===== src/rtl/fir_coeff_loader.sv =====
// Coefficient loader for the FIR core: replays a valid/ready coefficient stream as an
// ordered RAM write sequence and gates the 600 kHz sample tick while an update runs.
module fir_coeff_loader #(
    parameter int NUM_COEFF  = 40,
    parameter int DIV        = 20,
    parameter int DATA_WIDTH = 16,
    parameter int DRAIN_CYC  = 2
) (
    input  logic                  iClk12M,
    input  logic                  iRsn,
    input  logic                  iStart,
    input  logic                  iCoeffValid,
    input  logic [DATA_WIDTH-1:0] iCoeffData,
    output logic                  oCoeffReady,
    output logic                  oCoeffUpdateFlag,
    output logic [5:0]            oAddrRam,
    output logic [DATA_WIDTH-1:0] oWrDtRam,
    output logic [5:0]            oNumOfCoeff,
    output logic                  oEnSample600k,
    output logic                  oBusy,
    output logic                  oDone
);

    typedef enum logic [1:0] {
        IDLE  = 2'd0,
        ARM   = 2'd1,
        LOAD  = 2'd2,
        DRAIN = 2'd3
    } state_t;

    localparam int DIVW = (DIV > 1) ? $clog2(DIV) : 1;
    localparam int DRW  = (DRAIN_CYC > 1) ? $clog2(DRAIN_CYC) : 1;
    localparam logic [5:0]      LAST_BEAT  = 6'(NUM_COEFF - 1);
    localparam logic [DIVW-1:0] DIV_LAST   = DIVW'(DIV - 1);
    localparam logic [DRW-1:0]  DRAIN_LAST = DRW'(DRAIN_CYC - 1);

    state_t          state_r;
    logic [5:0]      beatCnt_r;
    logic [DRW-1:0]  drainCnt_r;
    logic [DIVW-1:0] divCnt_r;
    logic            beatAccept_s;

    assign oCoeffReady  = (state_r == LOAD);
    assign oNumOfCoeff  = 6'(NUM_COEFF);
    assign beatAccept_s = oCoeffReady & iCoeffValid;

    // Free-running sample divider; ticks are dropped (not deferred) outside IDLE.
    always_ff @(posedge iClk12M or negedge iRsn) begin
        if (!iRsn) begin
            divCnt_r      <= {DIVW{1'b0}};
            oEnSample600k <= 1'b0;
        end else begin
            divCnt_r      <= (divCnt_r == DIV_LAST) ? {DIVW{1'b0}} : divCnt_r + DIVW'(1);
            oEnSample600k <= (divCnt_r == DIV_LAST) && (state_r == IDLE);
        end
    end

    // Load sequencer with registered flag/busy/done and RAM write port.
    always_ff @(posedge iClk12M or negedge iRsn) begin
        if (!iRsn) begin
            state_r          <= IDLE;
            beatCnt_r        <= 6'd0;
            drainCnt_r       <= {DRW{1'b0}};
            oCoeffUpdateFlag <= 1'b0;
            oBusy            <= 1'b0;
            oDone            <= 1'b0;
            oAddrRam         <= 6'd0;
            oWrDtRam         <= {DATA_WIDTH{1'b0}};
        end else begin
            oDone <= 1'b0;
            case (state_r)
                IDLE: begin
                    if (iStart) begin
                        state_r          <= ARM;
                        oCoeffUpdateFlag <= 1'b1;
                        oBusy            <= 1'b1;
                    end else begin
                        state_r <= IDLE;
                    end
                end
                ARM: begin
                    state_r <= LOAD;
                end
                LOAD: begin
                    if (beatAccept_s) begin
                        oAddrRam <= beatCnt_r;
                        oWrDtRam <= iCoeffData;
                        if (beatCnt_r == LAST_BEAT) begin
                            state_r    <= DRAIN;
                            drainCnt_r <= {DRW{1'b0}};
                        end else begin
                            beatCnt_r <= beatCnt_r + 6'd1;
                        end
                    end else begin
                        state_r <= LOAD;
                    end
                end
                DRAIN: begin
                    // Flag stays up until the FIR has had DRAIN_CYC cycles to absorb the last write.
                    if (drainCnt_r == DRAIN_LAST) begin
                        state_r          <= IDLE;
                        oCoeffUpdateFlag <= 1'b0;
                        oBusy            <= 1'b0;
                        oDone            <= 1'b1;
                        beatCnt_r        <= 6'd0;
                    end else begin
                        drainCnt_r <= drainCnt_r + DRW'(1);
                    end
                end
                default: begin
                    state_r          <= IDLE;
                    oCoeffUpdateFlag <= 1'b0;
                    oBusy            <= 1'b0;
                end
            endcase
        end
    end

endmodule


===== config.mk =====
export PLATFORM = sky130hd
export DESIGN_NAME = fir_coeff_loader
export DESIGN_NICKNAME = d
export VERILOG_FILES = /design/src/rtl/fir_coeff_loader.sv
export SDC_FILE = /design/constraint.sdc
export NUM_CORES = 1
export LEC_CHECK = 0
export CORE_MARGIN = 4
export CORE_UTILIZATION = 35
export CTS_CLUSTER_DIAMETER = 120
export DETAILED_ROUTE_END_ITERATION = 8
export GPL_TIMING_DRIVEN = 0
export RECOVER_POWER = 100
export SETUP_SLACK_MARGIN = 0.3
export SYNTH_ARGS = -nofsm -noshare
export SYNTH_HDL_FRONTEND = slang
export SYNTH_SLANG_ARGS = --single-unit

===== constraint.sdc =====
create_clock -name iClk12M -period 3.7 [get_ports iClk12M]
set_input_delay 0.555 -clock iClk12M [delete_from_list [all_inputs] [get_ports iClk12M]]
set_output_delay 0.555 -clock iClk12M [all_outputs]
set_load 0.02 [all_outputs]

-- Yosys cells after proc, flatten, opt, wreduce, memory -nomap -nowiden
Index checks and enable logic that the tools add are counted.
- register bits: 39
- output and inout bits: 33
- add/sub/neg operators: 3
- equal/unequal tests: 11
- multiplexer cells: 19
- bitwise operators: 1
- reductions and logical operators: 9
- operators with widths (operator ; count):
    $mux 6 ; 3
    $pmux 6 s2 ; 1
    $mux 1 ; 8
    $pmux 2 s4 ; 1
    $add 6x1->6 const B ; 1
    $eq 6x6->1 const B ; 1
    $mux 2 ; 3
    $ne 2x2->1 const B ; 3
    $reduce_and 3->1 ; 2
    $add 5x1->5 const B ; 1
    $eq 5x5->1 const B ; 1
    $mux 5 ; 1
    $eq 2x2->1 const B ; 2
    $ne 2x1->1 const B ; 2
    $pmux 1 s2 ; 2
    $reduce_and 2->1 ; 2
    $reduce_and 4->1 ; 1
    $reduce_bool 2->1 ; 2
    $ne 3x2->1 const B ; 1
    $eq 2x1->1 const B ; 1
    $logic_not 2->1 ; 1
    $add 1x1->1 const B ; 1
    $and 1x1->1 ; 1
    $logic_and 1x1->1 ; 1

-- Depth between registers and ports, before layout
Gate-level depths: netlist of the first run.
- depth after elaboration: 4
- depth in mapped cells: 7

-- Least setup slack after synthesis of the first run
No wires, ideal clock.
- path type: register -> register
- start: register state_r[0]
- end: register beatCnt_r[3]
- library setup time: 0.124 ns
- data arrival time: 1.821 ns
- data required time: 3.576 ns
- path slack: 1.755 ns
- cell stages (with the launch flop): 7
- path buffers: 0
- period minus slack after synthesis: 1.945 ns
- path through: dfrtp_1 inv_1 ha_1 nand2_1 a41o_4 a22o_4 a211o_1
- longest elaborated chain between the ends: 4
- elaborated cells between the ends (all ways): 9
- those cells by class: eq/ne (5); mux (1); bitwise (1); reduce/logical (2)
- ends and longest elaborated chain (element ; RTL line ; text):
    start: declaration ; 37 ; state_t state_r;
    start signal: assignment ; 61 ; state_r <= IDLE;
    start signal: assignment ; 74 ; state_r <= ARM;
    start signal: assignment ; 78 ; state_r <= IDLE;
    $eq 2x2->1 * ; 43 ; assign oCoeffReady = (state_r == LOAD);
    named net oCoeffReady ; 14 ; output logic oCoeffReady,
    $and 1x1->1 ; 45 ; assign beatAccept_s = oCoeffReady & iCoeffValid;
    $ne 2x1->1 (no source line) ; -- ;
    $reduce_and 4->1 (no source line) ; -- ;
    end signal: assignment ; 92 ; beatCnt_r <= beatCnt_r + 6'd1;
    end: declaration ; 38 ; logic [5:0] beatCnt_r;
Mark *: on every way through the listed nets, which the timed path passes. The rest lies on a longest branch.
A chain may end at the register's enable or synchronous reset.

-- Final worst setup path of the first run
- start: register state_r[0]
- end: output port oCoeffReady
- longest elaborated chain between the ends: 1
- ends and longest elaborated chain (element ; RTL line):
    $eq 2x2->1 ; 43
    end: declaration ; 14
Every way passes these cells.

==> results of run 1 <==
## report_power, final
part | leakage (nW) | switching, mW | internal (mW)
clock network | 0.0581 | 0.155 | 0.201
registers | 0.474 | 0.0741 | 0.572
logic | 0.557 | 0.398 | 0.378
## metal layers
layer	vias up	global-route usage
met5	-	0
met4	0	0.0367
met3	2	0.0459
met2	32	0.199
met1	585	0.141
li1	581	-
## kinds of logic after synthesis
family | Yosys count | share of synthesized area
AOI/OAI and AO/OA | 20 | 0.0925
xor gates and xnor gates | 4 | 0.0201
adders and majority gates | 6 | 0.0430
buffers and inverters | 17 | 0.0530
DFF | 39 | 0.559
muxes | 25 | 0.160
other | 2 | 0.00430
and+or+nand+nor | 25 | 0.0681
## layout make-up
cell class,count,area share
flip-flops and latches,39,0.409
multi-input cells,86,0.281
repair buffers,46,0.190
well taps,67,0.0351
clock buffers,5,0.0288
plain buffers,10,0.0267
clock inverters,3,0.0183
inverters,7,0.0110
## final timing paths
check,startpoint,end,slack [ns],depth (start not counted)
worst min-delay path,divCnt_r[0]$_DFF_PN0_,divCnt_r[0]$_DFF_PN0_,0.46,1
worst max register to register,state_r[0]$_DFFE_PN0P_,beatCnt_r[3]$_DFFE_PN0P_,1.62,6
max in group asynchronous,iRsn,beatCnt_r[0]$_DFFE_PN0P_,1.68,1
worst min register to register,divCnt_r[0]$_DFF_PN0_,divCnt_r[0]$_DFF_PN0_,0.46,1
min in group asynchronous,iRsn,oWrDtRam[15]$_DFFE_PN0P_,0.84,1
worst max-delay path,state_r[0]$_DFFE_PN0P_,oCoeffReady,1.39,3
## worst max-delay path, stage by stage, from the launching register on
cell           delay [ns]
dfrtp_1              0.39
inv_1                0.12
ha_1                 0.26
dlygate4sd3_1        0.70
## layout by cell type, fill, tap and decap left out, drive strengths merged, types with 2 or more instances in the layout
master | Yosys | routed
a21oi | 5 | 5
clkbuf | 1 | 9
nor4 | 2 | 2
a22o | 6 | 6
mux2i | 2 | 2
nand3 | 4 | 4
mux2 | 23 | 23
xnor2 | 4 | 4
o21ai | 4 | 4
dlygate4sd3 | 0 | 27
nand2 | 7 | 7
buf | 9 | 7
ha | 6 | 6
nor3 | 2 | 2
clkdlybuf4s50 | 0 | 18
conb | 2 | 6
dfrtp | 39 | 39
nor2 | 6 | 6
clkinv | 0 | 2
inv | 7 | 7
## synth_stat cells (all sizes together)
cell type and count:
or2 1, o21ai 4, nor4 2, buf 9, mux2 23, nor3 2
a31oi 1, xnor2 4, a22o 6, conb 2, a211o 1, clkbuf 1
nand4 1, o211a 1, dfrtp 39, a21oi 5, nand3 4, inv 7
a41o 1, a31o 1, ha 6, mux2i 2, nor2 6, nand2 7
nor2b 1, nand2b 1
## sequential cells by signal, summed over array words and instances, names as in the netlist
| name | cells |
|---|---|
| oWrDtRam | 16 |
| divCnt_r | 5 |
| state_r | 2 |
| oBusy | 1 |
| oEnSample600k | 1 |
| beatCnt_r | 6 |
| oAddrRam | 6 |
| oDone | 1 |
| drainCnt_r | 1 |
## through the flow
step,hold slack (ns),util,area (um2),total power [mW],cells
final,0.465,0.499,2390,1.78,263
after global routing,0.495,0.499,2390,1.89,263
after CTS,0.391,0.504,2410,1.87,263
after detailed placement,0.457,0.481,2300,1.51,255
after global placement,0.450,0.482,2300,1.48,255
after floorplan,0.259,-,1760,1.15,142
==> results.cfg, run 1 <==
[final_layout]
nets = 221
final-seq-area_um2 = 976
areaGrowthSynthToFinish_pct = 36.8
nFillCells = 450
drive_gt1_frac = 0.199
n_antenna_cell = 0
multi_input_area_um2 = 672

[clock_tree]
clock-sinks = 39
htree_levels = 2
cts_tree = built
clkSlewWorstSetupHoldPaths_ns = 0.08
cts_resized = 0
insertion_delay_ns = 0.29
cts.path.max_buffers = 2
cts-root-buf = clkbuf_8
cts_made_buffers = 5
cts_hold_buf = 0
post_cts_buffers = 0

[worst_setup_path]
cp-end-kind = output port
required_ns = 3.14
cp.arrival_ns = 1.76
crit_fanout = 5
crit_type = reg2out
startpoint_type = flip-flop

[status]
violations = capacitance limit, slew limit
status = complete, but fails checks

[yosys]
ys_seq_elements = 39
avgSynthCellArea_um2 = 12.6
netlist_area_um2 = 1750
ys_types = 29
yosys_warnings = 0
synth_top_area_frac = 0.559
synth_top_area_cell = dfrtp_1
synthTopCellsByArea = dfrtp_1, mux2_2, ha_1, buf_4, a22o_1
seq_area_frac_synth = 0.559
synthCells = 138

[floorplan]
die_y_um = 78.6
die_w_um = 78.6
num_rows = 25
coreArea_um2 = 4790
initial_core_util = 0.365
ios = 53
die_area_um2 = 6180

[detailed_routing]
vias = 1200
drtAntennaViolNets = 0
wl_met1_um = 1490
drc = 0
vias_per_cell = 4.56
wire_per_inst_um = 13.1
wl_met3_um = 203
top_layer_used = met4
drt_iter0_markers = 23
dr.pass1.iters = 4
drt-total-wl_um = 3440
met2_wirelength_um = 1740

[sta]
setup_viol_count_final = 0
clock-skew-final_ns = 0.00579
max_freq_mhz = 433
slew_headroom = -0.366
finalHoldViolCount = 0
worst_slack_ns = 1.39
fin_crit_sh = 0.625
setup_tns_ns = 0
max_slew.worst_pin.slew_ns = 2.05
grt_setup_unrepaired = false
maxSlewViolCount = 40
period_needed_ns = 2.31

[placed_design]
dp_hpwl_um = 2570
io_buffers = 46
gp_congestion = 0.675
pre_cts_slack_ns = 1.42

[grt]
overflow = 0
grt_pass1_wl_um = 5860
grt_max_degree = 40
grt_usage = 0.119
grt_pass1_vias = 1262
antenna_found_initial = 0

[pwr]
power.density_nw_per_um2 = 744
peakVddDrop_uv = 317
p_leak_nw = 1.09

[hold_path]
hold_class = reg2reg

[flow_run]
cap_violations = 1
Power figures use the tool's default switching activity.
==> run 2, diff against run 1 <==
==> constraint.sdc (replaced) <==
create_clock -name iClk12M -period 2.4 [get_ports iClk12M]
set_input_delay 0.36 -clock iClk12M [delete_from_list [all_inputs] [get_ports iClk12M]]
set_output_delay 0.36 -clock iClk12M [all_outputs]
set_load 0.02 [all_outputs]
==> run 2 against run 1 <==
- the run now ends clean
- sequential power increased by 54%
- power increased by 54%
- non-clock buffer count unchanged
- count of clock-buffer cells in the layout unchanged
- via count increased by 0.58%
- first-iteration DRC count increased by 4.3%
- global-route usage unchanged
- highest routed layer unchanged
==> results.cfg, run 2 (synthesis results as in run 1) <==
[status]
status = finished, final reports clean

[clock_tree]
htree_levels = 2
cts_made_buffers = 5
cts_tree = built
post_cts_buffers = 0
clock-sinks = 39
clkSlewWorstSetupHoldPaths_ns = 0.07
cts.path.max_buffers = 2
cts-root-buf = clkbuf_8
cts_hold_buf = 0
insertion_delay_ns = 0.29
cts_resized = 0

[worst_setup_path]
crit_type = reg2reg
r2r-end = beatCnt_r[3]$_DFFE_PN0P_
crit_fanout = 8
reg2regPathDepth = 6
required_ns = 2.58
cp-end-kind = flip-flop
cp.arrival_ns = 2.21
r2r-start = state_r[0]$_DFFE_PN0P_
regToRegSetupSlack_ns = 0.37
startpoint_type = flip-flop

[pwr]
finalPower_mw = 2.74
power.density_nw_per_um2 = 1150
p_leak_nw = 1.09
peakVddDrop_uv = 492

[placed_design]
gp_congestion = 0.675
io_buffers = 46
dp_hpwl_um = 2570

[sta]
setup_tns_ns = 0
max_freq_mhz = 493
clock-skew-final_ns = 0.00621
setup_viol_count_final = 0
period_needed_ns = 2.03
maxSlewViolCount = 0
max_slew.worst_pin.slew_ns = 0.851
grt_setup_unrepaired = false
slew_headroom = 0.432
finalHoldViolCount = 0
fin_crit_sh = 0.846

[floorplan]
coreArea_um2 = 4790
initial_core_util = 0.365
die_area_um2 = 6180
ios = 53
die_w_um = 78.6
num_rows = 25
die_y_um = 78.6

[final_layout]
n_antenna_cell = 0
drive_gt1_frac = 0.209
largest_reg_flops = 16
mostFrequentLayoutCells = dfrtp_1, dlygate4sd3_1, mux2_2
top_regs = oWrDtRam (16), beatCnt_r (6), oAddrRam (6)
nFillCells = 451
layout_commonest_cell = dfrtp_1
areaGrowthSynthToFinish_pct = 37.1
nets = 221
top_register = oWrDtRam

[grt]
grt_max_degree = 40
grt_pass1_wl_um = 5860
grt_usage = 0.119
grt_pass1_vias = 1262
overflow = 0
antenna_found_initial = 0

[detailed_routing]
top_layer_used = met4
wl_met1_um = 1480
wire_per_inst_um = 13.1
dr.pass1.iters = 4
drc = 0
drt_iter0_markers = 24
drtAntennaViolNets = 0
wl_met3_um = 204
vias = 1207
met2_wirelength_um = 1730
vias_per_cell = 4.59
drt-total-wl_um = 3430

[flow_run]
cap_violations = 0

[hold_path]
hold_class = in2async
## run 2: changes by cell type in the layout (fill, tap and decap cells not counted), sizes merged
| cell | delta |
|---|---|
| buf | +1 |
| dlygate4sd3 | -1 |
## run 2: how the worst max path moves through the flow
stage / startpoint / endpoint
floorplan: state_r[0]$_DFFE_PN0P_ / beatCnt_r[3]$_DFFE_PN0P_
detailed placement: iCoeffValid / beatCnt_r[3]$_DFFE_PN0P_
CTS: state_r[0]$_DFFE_PN0P_ / oCoeffReady
global placement: iRsn / oWrDtRam[13]$_DFFE_PN0P_
global route: state_r[0]$_DFFE_PN0P_ / beatCnt_r[3]$_DFFE_PN0P_
finish: state_r[0]$_DFFE_PN0P_ / beatCnt_r[3]$_DFFE_PN0P_
## run 2: layout make-up
| type | instances | area [um2] | share of cell area |
|---|---|---|---|
| plain buffers | 10 | 63.8 | 0.0267 |
| clock buffers | 5 | 68.8 | 0.0288 |
| clock inverters | 3 | 43.8 | 0.0183 |
| inverters | 7 | 26.3 | 0.0110 |
| multi-input cells | 86 | 681 | 0.285 |
| flip-flops and latches | 39 | 976 | 0.408 |
| well taps | 67 | 83.8 | 0.0350 |
| repair buffers | 46 | 449 | 0.188 |
## run 2: worst max-delay path, cell delays in order, from the launching register on
cell and delay, ns:
dfrtp_1 0.39, inv_1 0.12, ha_1 0.25, nand2_1 0.21
a41o_1 0.36, a22o_4 0.29, a211o_1 0.29
## run 2: layer usage
metal | global-route usage | up-vias
li1 | - | 581
met1 | 0.141 | 590
met2 | 0.199 | 32
met3 | 0.0459 | 4
met4 | 0.0367 | 0
met5 | 0 | -
## run 2: metrics by stage
stage | hold slack, ns | setup slack [ns] | instances | cell area (um2) | util
final | 0.174 | 0.371 | 263 | 2390 | 0.500
after global routing | 0.248 | 0.214 | 263 | 2390 | 0.500
after CTS | 0.196 | 0.335 | 263 | 2410 | 0.504
after detailed placement | 0.457 | 0.313 | 255 | 2300 | 0.481
after global placement | 0.450 | 0.0755 | 255 | 2300 | 0.482
after floorplan | 0.0644 | 0.455 | 142 | 1760 | -
## run 2: where the power goes
part	internal [mW]	switching [mW]
Sequential	0.881	0.114
Combinational	0.584	0.617
Clock	0.310	0.239
Total	1.77	0.970
==> run 3, diff against run 2 <==
==> constraint.sdc (replaced) <==
create_clock -name iClk12M -period 1.84 [get_ports iClk12M]
set_input_delay 0.276 -clock iClk12M [delete_from_list [all_inputs] [get_ports iClk12M]]
set_output_delay 0.276 -clock iClk12M [all_outputs]
set_load 0.02 [all_outputs]
==> run 3 against run 2 <==
- final area fell by 1.8%
- clock power fell by 0.9%
- cell count rose by 2.3%
- sequential power rose by 32%
- highest routed layer unchanged
==> results.cfg, run 3 (synthesis results as in run 1) <==
[status]
status = finished, final reports clean

[clock_tree]
insertion_delay_ns = 0.28
cts.path.max_buffers = 2
htree_levels = 2
clock-sinks = 39
cts-root-buf = clkbuf_8
cts_tree = built
clkSlewWorstSetupHoldPaths_ns = 0.07
cts_hold_buf = 0
cts_made_buffers = 5

[sta]
max_freq_mhz = 600
finalHoldViolCount = 0
maxSlewViolCount = 0
fin_hold_ws_ns = 0.123
max_slew.worst_pin.slew_ns = 0.919
slew_headroom = 0.387
fin_crit_sh = 0.905
setup_viol_count_final = 0
worst_slack_ns = 0.174
period_needed_ns = 1.67
grt_setup_unrepaired = true
clock-skew-final_ns = 0.00316

[final_layout]
final_util = 0.491
areaGrowthSynthToFinish_pct = 34.6
top_regs = oWrDtRam (16), beatCnt_r (6), oAddrRam (6)
largest_reg_flops = 16
fin_area_um2 = 2350
drive_gt1_frac = 0.272
layout_commonest_cell = dfrtp_1
top_register = oWrDtRam
mostFrequentLayoutCells = dfrtp_1, mux2_2, clkdlybuf4s50_1
nets = 227
n_antenna_cell = 0

[detailed_routing]
drc = 0
drtAntennaViolNets = 0
vias = 1221
vias_per_cell = 4.54
dr.pass1.iters = 4
drt-total-wl_um = 3560
wire_per_inst_um = 13.2
drt_iter0_markers = 33

[floorplan]
die_y_um = 78.6
ios = 53
die_w_um = 78.6
coreArea_um2 = 4790
die_area_um2 = 6180
initial_core_util = 0.365
num_rows = 25

[placed_design]
postPlaceCellArea_um2 = 2320
dp_hpwl_um = 2610
pre_cts_slack_ns = -0.0269
gp_congestion = 0.684
io_buffers = 46

[worst_setup_path]
crit_fanout = 6
required_ns = 2.00
cp.arrival_ns = 1.83
cp-end-kind = flip-flop
crit_type = reg2reg
regToRegSetupSlack_ns = 0.17
startpoint_type = flip-flop

[pwr]
p_leak_nw = 1.07
finalPower_mw = 3.41
peakVddDrop_uv = 691
power.density_nw_per_um2 = 1450

[grt]
grt_pass1_wl_um = 6000
overflow = 0
grt_max_degree = 40
grt_pass1_vias = 1314
grt_usage = 0.122
antenna_found_initial = 0

[flow_run]
cap_violations = 0

[hold_path]
hold_class = in2async
## run 3: cell types whose count changed in the layout (fill, tap and decap cells not counted), sizes merged
cell,delta
clkinvlp,+1
buf,+3
clkbuf,+19
clkinv,-1
bufinv,-1
dlygate4sd2,+4
dlygate4sd3,-19
## run 3: final timing paths
kind,endpoint,start,cells after the start
setup / recovery,beatCnt_r[3]$_DFFE_PN0P_,state_r[0]$_DFFE_PN0P_,6
hold reg to reg,divCnt_r[0]$_DFF_PN0_,divCnt_r[0]$_DFF_PN0_,1
min in group iClk12M,divCnt_r[0]$_DFF_PN0_,divCnt_r[0]$_DFF_PN0_,1
hold / removal,state_r[1]$_DFFE_PN0P_,iRsn,1
setup reg to reg,beatCnt_r[3]$_DFFE_PN0P_,state_r[0]$_DFFE_PN0P_,6
max in group asynchronous,oWrDtRam[8]$_DFFE_PN0P_,iRsn,1
## run 3: layout make-up
class,count,area [um2]
well taps,67,83.8
clock buffers,6,72.6
multi-input cells,86,702
flip-flops and latches,39,976
plain buffers,10,67.6
clock inverters,2,12.5
repair buffers,52,408
inverters,7,26.3
fillers,466,2440
## run 3: power by group
part           total (mW)  internal [mW]  switching [mW]
logic                1.56          0.720           0.837
registers            1.31           1.15           0.159
clock network       0.543          0.265           0.278
total                3.41           2.14            1.27
## run 3: worst max-delay path: stages (launching register included)
cell and delay, ns:
dfrtp_1 0.39, inv_2 0.07, ha_1 0.23, nand2_4 0.09, a41o_2 0.26, a22o_4 0.25, a211o_1 0.26
## run 3: through the flow
step	cells	setup TNS (ns)
final	269	0
after global routing	269	0
after CTS	269	0
after detailed placement	255	-0.0473
after global placement	255	-14.79
after floorplan	142	0
## run 3: timing repair
| item | in CTS | in global routing |
|---|---|---|
| gates resized for setup | 5 | 22 |
| setup buffers | 6 | 0 |
| endpoints found under the setup margin | 10 | 34 |
| pin swaps | 5 | 3 |
## run 3: per-layer routing
metal  vias to the layer above  global-route usage  part of all wire
met5                         -                   0                 0
met4                         0              0.0367             0.011
met3                         4              0.0367             0.051
met2                        29               0.226              0.53
met1                       593               0.134              0.41
li1                        595                   -                 -
